$ cat src/rtl/hidden_layer_scheduler.sv
// Time-multiplexed hidden layer: buffers one input frame, then per neuron runs a
// serial MAC against an external weight ROM, clamps, and reads an external sigmoid LUT.
module hidden_layer_scheduler #(
  parameter int NUM_INPUTS  = 37,
  parameter int NUM_NEURONS = 16,
  parameter int SUM_MIN     = -32768,
  parameter int SUM_MAX     = 32767,
  parameter int SIG_LAT     = 2,
  localparam int W_AW       = $clog2(NUM_INPUTS * NUM_NEURONS),
  localparam int N_AW       = $clog2(NUM_NEURONS)
) (
  input  logic            clk,
  input  logic            rst,
  input  logic            in_valid,
  output logic            in_ready,
  input  logic [7:0]      in_data,
  output logic [W_AW-1:0] w_addr,
  input  logic [7:0]      w_data,
  output logic            sig_rd,
  output logic [15:0]     sig_addr,
  input  logic [7:0]      sig_data,
  output logic            out_valid,
  input  logic            out_ready,
  output logic [7:0]      out_data,
  output logic [N_AW-1:0] out_index,
  output logic            busy,
  output logic            frame_done
);

  localparam int CNT_W  = $clog2(NUM_INPUTS + SIG_LAT + 1);
  localparam int BUF_AW = $clog2(NUM_INPUTS);
  localparam logic [CNT_W-1:0] LAST_IN  = CNT_W'(NUM_INPUTS - 1);
  localparam logic [CNT_W-1:0] LAST_SIG = CNT_W'(SIG_LAT - 1);
  localparam logic [N_AW-1:0]  LAST_N   = N_AW'(NUM_NEURONS - 1);
  localparam logic signed [31:0] MIN32 = 32'(SUM_MIN);
  localparam logic signed [31:0] MAX32 = 32'(SUM_MAX);
  localparam logic [15:0] MIN16 = MIN32[15:0];
  localparam logic [15:0] MAX16 = MAX32[15:0];

  typedef enum logic [2:0] {
    S_LOAD, S_MAC, S_DRAIN, S_CLAMP, S_SIG_WAIT, S_OUT, S_DONE
  } state_t;

  state_t state_reg, state_next;

  logic [CNT_W-1:0]   cnt_reg;
  logic [N_AW-1:0]    n_reg;
  logic signed [31:0] acc_reg;
  logic [W_AW-1:0]    w_addr_reg;
  logic [15:0]        sig_addr_reg;
  logic [7:0]         out_data_reg;
  logic [N_AW-1:0]    out_index_reg;

  logic [7:0] buffer [NUM_INPUTS];
  logic [7:0] x_q;

  logic signed [16:0] prod;
  logic signed [31:0] prod_ext;
  logic [15:0]        clamp_lo;
  logic [15:0]        clamp_addr;

  // x_q and w_data both lag their address by one cycle, so they pair up naturally.
  assign prod     = $signed({1'b0, x_q}) * $signed(w_data);
  assign prod_ext = {{15{prod[16]}}, prod};

  // Only the low 16 bits matter once the sum is inside [SUM_MIN, SUM_MAX].
  assign clamp_lo   = (acc_reg < MIN32) ? MIN16 :
                      (acc_reg > MAX32) ? MAX16 : acc_reg[15:0];
  assign clamp_addr = clamp_lo - MIN16;

  always_ff @(posedge clk) begin
    if (rst) state_reg <= S_LOAD;
    else     state_reg <= state_next;
  end

  always_comb begin
    state_next = state_reg;
    case (state_reg)
      S_LOAD:     if (in_valid && cnt_reg == LAST_IN) state_next = S_MAC;
      S_MAC:      if (cnt_reg == LAST_IN) state_next = S_DRAIN;
      S_DRAIN:    state_next = S_CLAMP;
      S_CLAMP:    state_next = S_SIG_WAIT;
      S_SIG_WAIT: if (cnt_reg == LAST_SIG) state_next = S_OUT;
      S_OUT:      if (out_ready) state_next = (n_reg == LAST_N) ? S_DONE : S_MAC;
      S_DONE:     state_next = S_LOAD;
      default:    state_next = S_LOAD;
    endcase
  end

  always_comb begin
    in_ready   = (state_reg == S_LOAD);
    busy       = (state_reg != S_LOAD);
    sig_rd     = (state_reg == S_CLAMP);
    out_valid  = (state_reg == S_OUT);
    frame_done = (state_reg == S_DONE);
    sig_addr   = (state_reg == S_CLAMP) ? clamp_addr : sig_addr_reg;
    w_addr     = w_addr_reg;
    out_data   = out_data_reg;
    out_index  = out_index_reg;
  end

  // Input buffer: plain array with registered read so it maps onto block RAM.
  always_ff @(posedge clk) begin
    if (state_reg == S_LOAD && in_valid) buffer[cnt_reg[BUF_AW-1:0]] <= in_data;
    x_q <= buffer[cnt_reg[BUF_AW-1:0]];
  end

  always_ff @(posedge clk) begin
    if (rst) begin
      cnt_reg       <= '0;
      n_reg         <= '0;
      acc_reg       <= '0;
      w_addr_reg    <= '0;
      sig_addr_reg  <= '0;
      out_data_reg  <= '0;
      out_index_reg <= '0;
    end else begin
      case (state_reg)
        S_LOAD: begin
          if (in_valid) begin
            if (cnt_reg == LAST_IN) begin
              cnt_reg    <= '0;
              n_reg      <= '0;
              acc_reg    <= '0;
              w_addr_reg <= '0;
            end else begin
              cnt_reg <= cnt_reg + CNT_W'(1);
            end
          end
        end
        S_MAC: begin
          // Cycle 0 has no product in flight yet.
          if (cnt_reg != '0) acc_reg <= acc_reg + prod_ext;
          if (cnt_reg == LAST_IN) begin
            cnt_reg <= '0;
          end else begin
            cnt_reg    <= cnt_reg + CNT_W'(1);
            w_addr_reg <= w_addr_reg + W_AW'(1);
          end
        end
        S_DRAIN: acc_reg <= acc_reg + prod_ext;
        S_CLAMP: begin
          sig_addr_reg <= clamp_addr;
          cnt_reg      <= '0;
        end
        S_SIG_WAIT: begin
          if (cnt_reg == LAST_SIG) begin
            out_data_reg  <= sig_data;
            out_index_reg <= n_reg;
            cnt_reg       <= '0;
          end else begin
            cnt_reg <= cnt_reg + CNT_W'(1);
          end
        end
        S_OUT: begin
          // Weight rows are contiguous, so the next neuron starts one past the last address.
          if (out_ready && n_reg != LAST_N) begin
            n_reg      <= n_reg + N_AW'(1);
            w_addr_reg <= w_addr_reg + W_AW'(1);
            acc_reg    <= '0;
            cnt_reg    <= '0;
          end
        end
        S_DONE: begin
          cnt_reg <= '0;
          n_reg   <= '0;
        end
        default: cnt_reg <= '0;
      endcase
    end
  end

endmodule

$ cat config.mk
export PLATFORM = sky130hd
export DESIGN_NAME = hidden_layer_scheduler
export DESIGN_NICKNAME = d
export VERILOG_FILES = /design/src/rtl/hidden_layer_scheduler.sv
export SDC_FILE = /design/constraint.sdc
export NUM_CORES = 1
export LEC_CHECK = 0
export CAP_MARGIN = 20
export CORE_MARGIN = 2
export CORE_UTILIZATION = 60
export DETAILED_ROUTE_END_ITERATION = 10
export HOLD_SLACK_MARGIN = 0.03
export PLACE_DENSITY = 0.78
export REMOVE_ABC_BUFFERS = 1
export SETUP_SLACK_MARGIN = 0.3
export SLEW_MARGIN = 25
export SYNTH_ARGS = -nofsm -noshare
export SYNTH_HDL_FRONTEND = slang
export SYNTH_SLANG_ARGS = --single-unit
$ cat constraint.sdc
create_clock -name clk -period 7.2 [get_ports clk]
set_input_delay 1.08 -clock clk [delete_from_list [all_inputs] [get_ports clk]]
set_output_delay 1.08 -clock clk [all_outputs]
set_load 0.01 [all_outputs]
Yosys cells after proc, flatten, opt, wreduce, memory -nomap -nowiden
Memory sizes are Yosys's and may differ from the RTL's. A register that Yosys moved wholly into a read port is not among the register bits.
Cells that the tools add are included.
{ "classes": {"n_lt_le_gt_ge": 2, "add_sub_neg": 5, "mux": 30, "reduce_logical": 15, "multipliers": 1, "eq_ne": 19, "n_bitwise": 1} }
{ "op_table": {"columns": ["cell", "count"], "rows": [
  ["2-to-1 mux 32 bit", 4],
  ["one-hot mux 32 bit (4 select lines)", 1],
  ["2-to-1 mux 16 bit", 3],
  ["2-to-1 mux 10 bit", 4],
  ["adder 32 x 17 -> 32 bit", 1],
  ["> comparator 32 x 16 -> 1 bit (second input constant)", 1],
  ["< comparator 32 x 16 -> 1 bit (second input constant)", 1],
  ["one-hot mux 10 bit (3 select lines)", 1],
  ["one-hot mux 6 bit (5 select lines)", 1],
  ["2-to-1 mux 6 bit", 4],
  ["one-hot mux 3 bit (6 select lines)", 1],
  ["multiplier 9 x 8 -> 17 bit", 1],
  ["subtractor 16 bit (second input constant)", 1],
  ["2-to-1 mux 3 bit", 5],
  ["2-to-1 mux 4 bit", 3],
  ["one-hot mux 4 bit (3 select lines)", 1],
  ["adder 10 x 1 -> 10 bit (second input constant)", 1],
  ["!= test 2 bit (second input constant)", 5],
  ["AND reduction 5 bit", 2],
  ["== test 3 bit (second input constant)", 3],
  ["nonzero test 3 bit", 3],
  ["!= test 2 x 1 -> 1 bit (second input constant)", 4],
  ["AND reduction 4 bit", 2],
  ["adder 6 x 1 -> 6 bit (second input constant)", 1],
  ["15 further kinds", 19]
]} }
{ "word_totals": {"inputBits": 28, "ramBits": 296, "n_memories": 1, "register_bits": 83} }
{ "mem_list": {"columns": ["memory", "depth", "word_bits", "rd", "rd_ports_with_merged_regs", "write_ports", "line", "source"], "rows": [
  ["buffer", 37, 8, 1, 1, 1, "54", "logic [7:0] buffer [NUM_INPUTS];"]
]} }

Depth between registers and ports, before layout
Gate-level depths: netlist of the first run.
{ "logic_depth": {"ltp_word": 5, "mapped_depth": 19, "mapped_depth_nobuf": 18} }

Worst setup path after synthesis of the first run
No wires, ideal clock.
{ "synth_path": {"path_type": "input to register", "from": "input w_data[1]", "to": "register acc_reg[31]", "arrival_time_ps": 5556, "path_stages": 16, "slack_ps": 1526, "n_path_buf": 1, "setup_ps": 117, "cell_sequence": "clkbuf_1 nand2_1 fa_1 inv_1 fa_1 fa_1 fa_1 fa_1 ha_1 nand2_1 nor3b_1 o21ai_0 o211ai_2 nand4_1 a31o_2 a32o_1"} }
{ "synth_via": {"elab_chain_cells": 4} }
{ "synth_lines": {"columns": ["element", "line", "source"], "rows": [
  ["from (decl)", "18", "input logic [7:0] w_data,"],
  ["multiplier 9 x 8 -> 17 bit *", "63", "assign prod = $signed({1'b0, x_q}) * $signed(w_data);"],
  ["adder 32 x 17 -> 32 bit *", "133, 141", null],
  ["2-to-1 mux 32 bit", "133", "if (cnt_reg != '0) acc_reg <= acc_reg + prod_ext;"],
  ["one-hot mux 32 bit (4 select lines) *", "118", "case (state_reg)"],
  ["to (signal assigned)", "133", null],
  ["to (signal assigned)", "141", "S_DRAIN: acc_reg <= acc_reg + prod_ext;"],
  ["to (decl)", "48", "logic signed [31:0] acc_reg;"]
]} }
Mark *: on every way between the ends. The rest lies on a longest branch, timed or not. The select of a mux whose other input is x is not followed.
A chain may end at the register's enable or synchronous reset.

Final worst setup path of the first run
{ "layout_path": {"from": "input w_data[5]", "to": "register acc_reg[31]"} }
Same word-level chain as after synthesis.

==> results of run 1 <==
[how the worst min path moves through the flow]
stage | to | slack, ps | cells after the start
3_5_place_dp | acc_reg[0] | 470 | 2
6_report | acc_reg[0] | 480 | 2
4_1_cts | acc_reg[0] | 480 | 2
2_1_floorplan | acc_reg[1] | 440 | 2
5_1_grt | acc_reg[0] | 500 | 2
3_3_place_gp | acc_reg[1] | 460 | 2
[cell families (layout without fill, tap and decap cells)]
logic type / count (synthesis) / after routing / share of synthesized area (%)
buffers and inverters: 149 / 234 / 3.15
AND/OR/NAND/NOR: 397 / 397 / 10.2
flip-flops: 387 / 387 / 57.6
adder cells (fa/ha/maj): 164 / 164 / 13.1
XOR/XNOR: 43 / 43 / 2.02
multiplexers: 21 / 21 / 1.13
AO/OA/AOI/OAI: 344 / 344 / 12.8
[cell type report]
type                            instances  area (sq um)  share of cell area, %
Clock buffer                           45           977                   4.70
Tap cell                              396           495                   2.38
Sequential cell                       387         10700                   51.5
Timing Repair Buffer                   89           823                   3.96
Clock inverter                         20           171                  0.824
Inverter                               80           300                   1.44
Multi-Input combinational cell        969          7330                   35.2
[power by group through the flow]
stage                     registers, uW  clock network [uW]  logic (uW)
final                              2450                1880        1440
after global routing               2450                1970        1620
after CTS                          2450                1890        1430
after detailed placement           2500                   0        1410
after global placement             2500                   0        1350
after floorplan                    2490                   0        1040
[worst max-delay path: stages]
cell and delay, ps:
clkdlybuf4s50_1 630, nand2_1 120, fa_1 480, fa_1 560, inv_1 70, fa_1 520, fa_1 580, fa_1 440
ha_1 380, nand2_1 120, nor3b_1 250, o21ai_0 220, o211ai_2 380, nand4_1 180, a31o_2 280, a32o_1 250
[stage by stage]
step / instance area [sq um] / worst slack [ps]
final: 20800 / 1080
after global placement: 19700 / 722
after global routing: 20800 / 827
after CTS: 20800 / 1110
after detailed placement: 19700 / 608
after floorplan: 18300 / 1670
[synthesized netlist by cell type, types with 2 or more instances]
cell / instances / area [sq um]
and2_1: 32 / 200
nor2_1: 131 / 492
xnor2_1: 25 / 219
inv_2: 3 / 11.3
o221ai_1: 2 / 17.5
a211o_1: 3 / 26.3
xor2_1: 18 / 158
edfxtp_1: 296 / 8890
mux2i_1: 21 / 210
fa_1: 51 / 1020
ha_1: 113 / 1410
a31o_2: 2 / 17.5
nand4_1: 30 / 188
inv_1: 77 / 289
dfxtp_1: 91 / 1820
and3_1: 14 / 87.6
o21a_1: 2 / 15.0
nor2b_1: 21 / 131
a221oi_1: 10 / 87.6
a21oi_1: 85 / 425
o211ai_1: 12 / 90.1
a22o_1: 16 / 140
or3_1: 4 / 25.0
nor4_1: 5 / 31.3
and4_1: 2 / 17.5
a22oi_1: 129 / 968
a31oi_1: 7 / 43.8
a21boi_0: 3 / 22.5
nor2_2: 4 / 25.0
nand2b_1: 8 / 50.1
nand2_1: 92 / 345
a41oi_1: 16 / 140
o21ai_0: 32 / 160
a21o_1: 9 / 67.6
o21bai_1: 3 / 22.5
nor3_1: 18 / 90.1
clkbuf_1: 53 / 199
buf_2: 13 / 65.1
nand3_1: 27 / 135
[per-layer routing]
| layer | part of all wire (%) | track usage [%] | vias to the layer above |
|---|---|---|---|
| li1 | - | - | 5715 |
| met1 | 40 | 36.4 | 6120 |
| met2 | 48 | 43.7 | 641 |
| met3 | 8.2 | 3.96 | 104 |
| met4 | 3.2 | 8.35 | 0 |
| met5 | 0 | 0 | - |
==> metrics.cfg, run 1 <==
[layout]
drive_above_1_share_pct = 6.04
instances_no_fill = 1986
final_common_cell = edfxtp_1
insertedDiodeCount = 0
final_cell_mix = 296 x edfxtp_1, 131 x nor2_1, 129 x a22oi_1
fill_cells = 2157
final_util_pct = 68.0
nets = 1757
area_delta_synth_final_pct = 11.9
largest_reg_flops = 296

[setup_path]
r2r-start = x_q[1]
worst_setup_path_start_kind = primary input
reg2reg_slack_ps = 1710
end_kind = register
crit_type = in2reg
worstPathMaxFanout = 8
reg2reg_depth = 15
rr_endpoint = acc_reg[31]
crit_path_end = acc_reg[31]
cp.arrival_ps = 6540
startpoint = w_data[5]
cp.required_ps = 7620

[clock_network]
path_clk_slew_ps = 60
cts_tree = built
post_cts_buffers = 0
clock_latency_ps = 540
numCtsBuffers = 38
cts_buffer_depth = 3
numClockSinks = 387
root_buffer = clkbuf_16
cts_hold_buf = 0
cts_repair_resize_count = 0
cts_max_level = 2

[route]
wl_per_cell_um = 21.9
drtIter0Drc = 1688
firstDrtPassIters = 7
drc = 0
drtAntennaViolNets = 0
num_vias = 12600
wl_mm = 43.4
viasPerCell = 6.33

[place]
dp.final_hpwl_mm = 28.3
dp.cells = 1921
routabilityCongestion = 0.898
portBuffers = 70

[timing]
slew_viol_final = 0
setup_viol = 0
worst_pin_slew_ps = 1010
period_needed_ps = 6120
setup_tns_ps = 0
post-route-period-util_pct = 85.1
max_clock_freq_mhz = 163
skew_ps = 23.8
hold_viol = 0
rsz0062_at_grt = no
slew-limit-headroom_pct = 32.6
hold_ws_ps = 484

[hold_path]
min_path_type = reg2reg
hold_start = acc_reg[0]

[floorplan]
die_w_um = 180
die_h_um = 180
die-area_sq_um = 32400
rows = 64
start_util_pct = 60.8
coreArea_sq_um = 30600
ios = 71

[power_and_ir_drop]
p_seq_share_pct = 42.5
p_per_area_nw_per_um2 = 277
p_sw_share_pct = 29.9
pwr-share-comb_pct = 24.9
peakVddDrop_v = 0.000293
intPower_uw = 4040
p_clk_share_pct = 32.6
p_total_uw = 5770
power_leakage_uw = 0.00766
power.switching_uw = 1730

[global_route]
grt_pass1_wl_mm = 67.6
antenna_found_initial = 0
grt_max_degree = 57
gr-total-overflow = 0
grt_pass1_vias = 12200
grtUsageTotal_pct = 26.4

[synth]
synth_cells = 1505
yosysSeqAreaShare_pct = 57.6
ys_types = 64
ys_seq_elements = 387
synth_edf_count = 296
yosys_warnings = 0
synth-main-ff-cell = edfxtp_1
syn_area_per_cell_sq_um = 12.4
syn_area_sq_um = 18600
synth-async-reset-ratio_pct = 0

[outcome]
status = finished, final reports clean

[flow_run]
cap_violations = 0

(Power assumes the default switching activity.)
==> run 2: changes to the inputs <==
- SKIP_CTS_REPAIR_TIMING: not set -> 1
==> results of run 2 <==
Same layout as run 1: the final DEF is identical, and so are final timing and power.
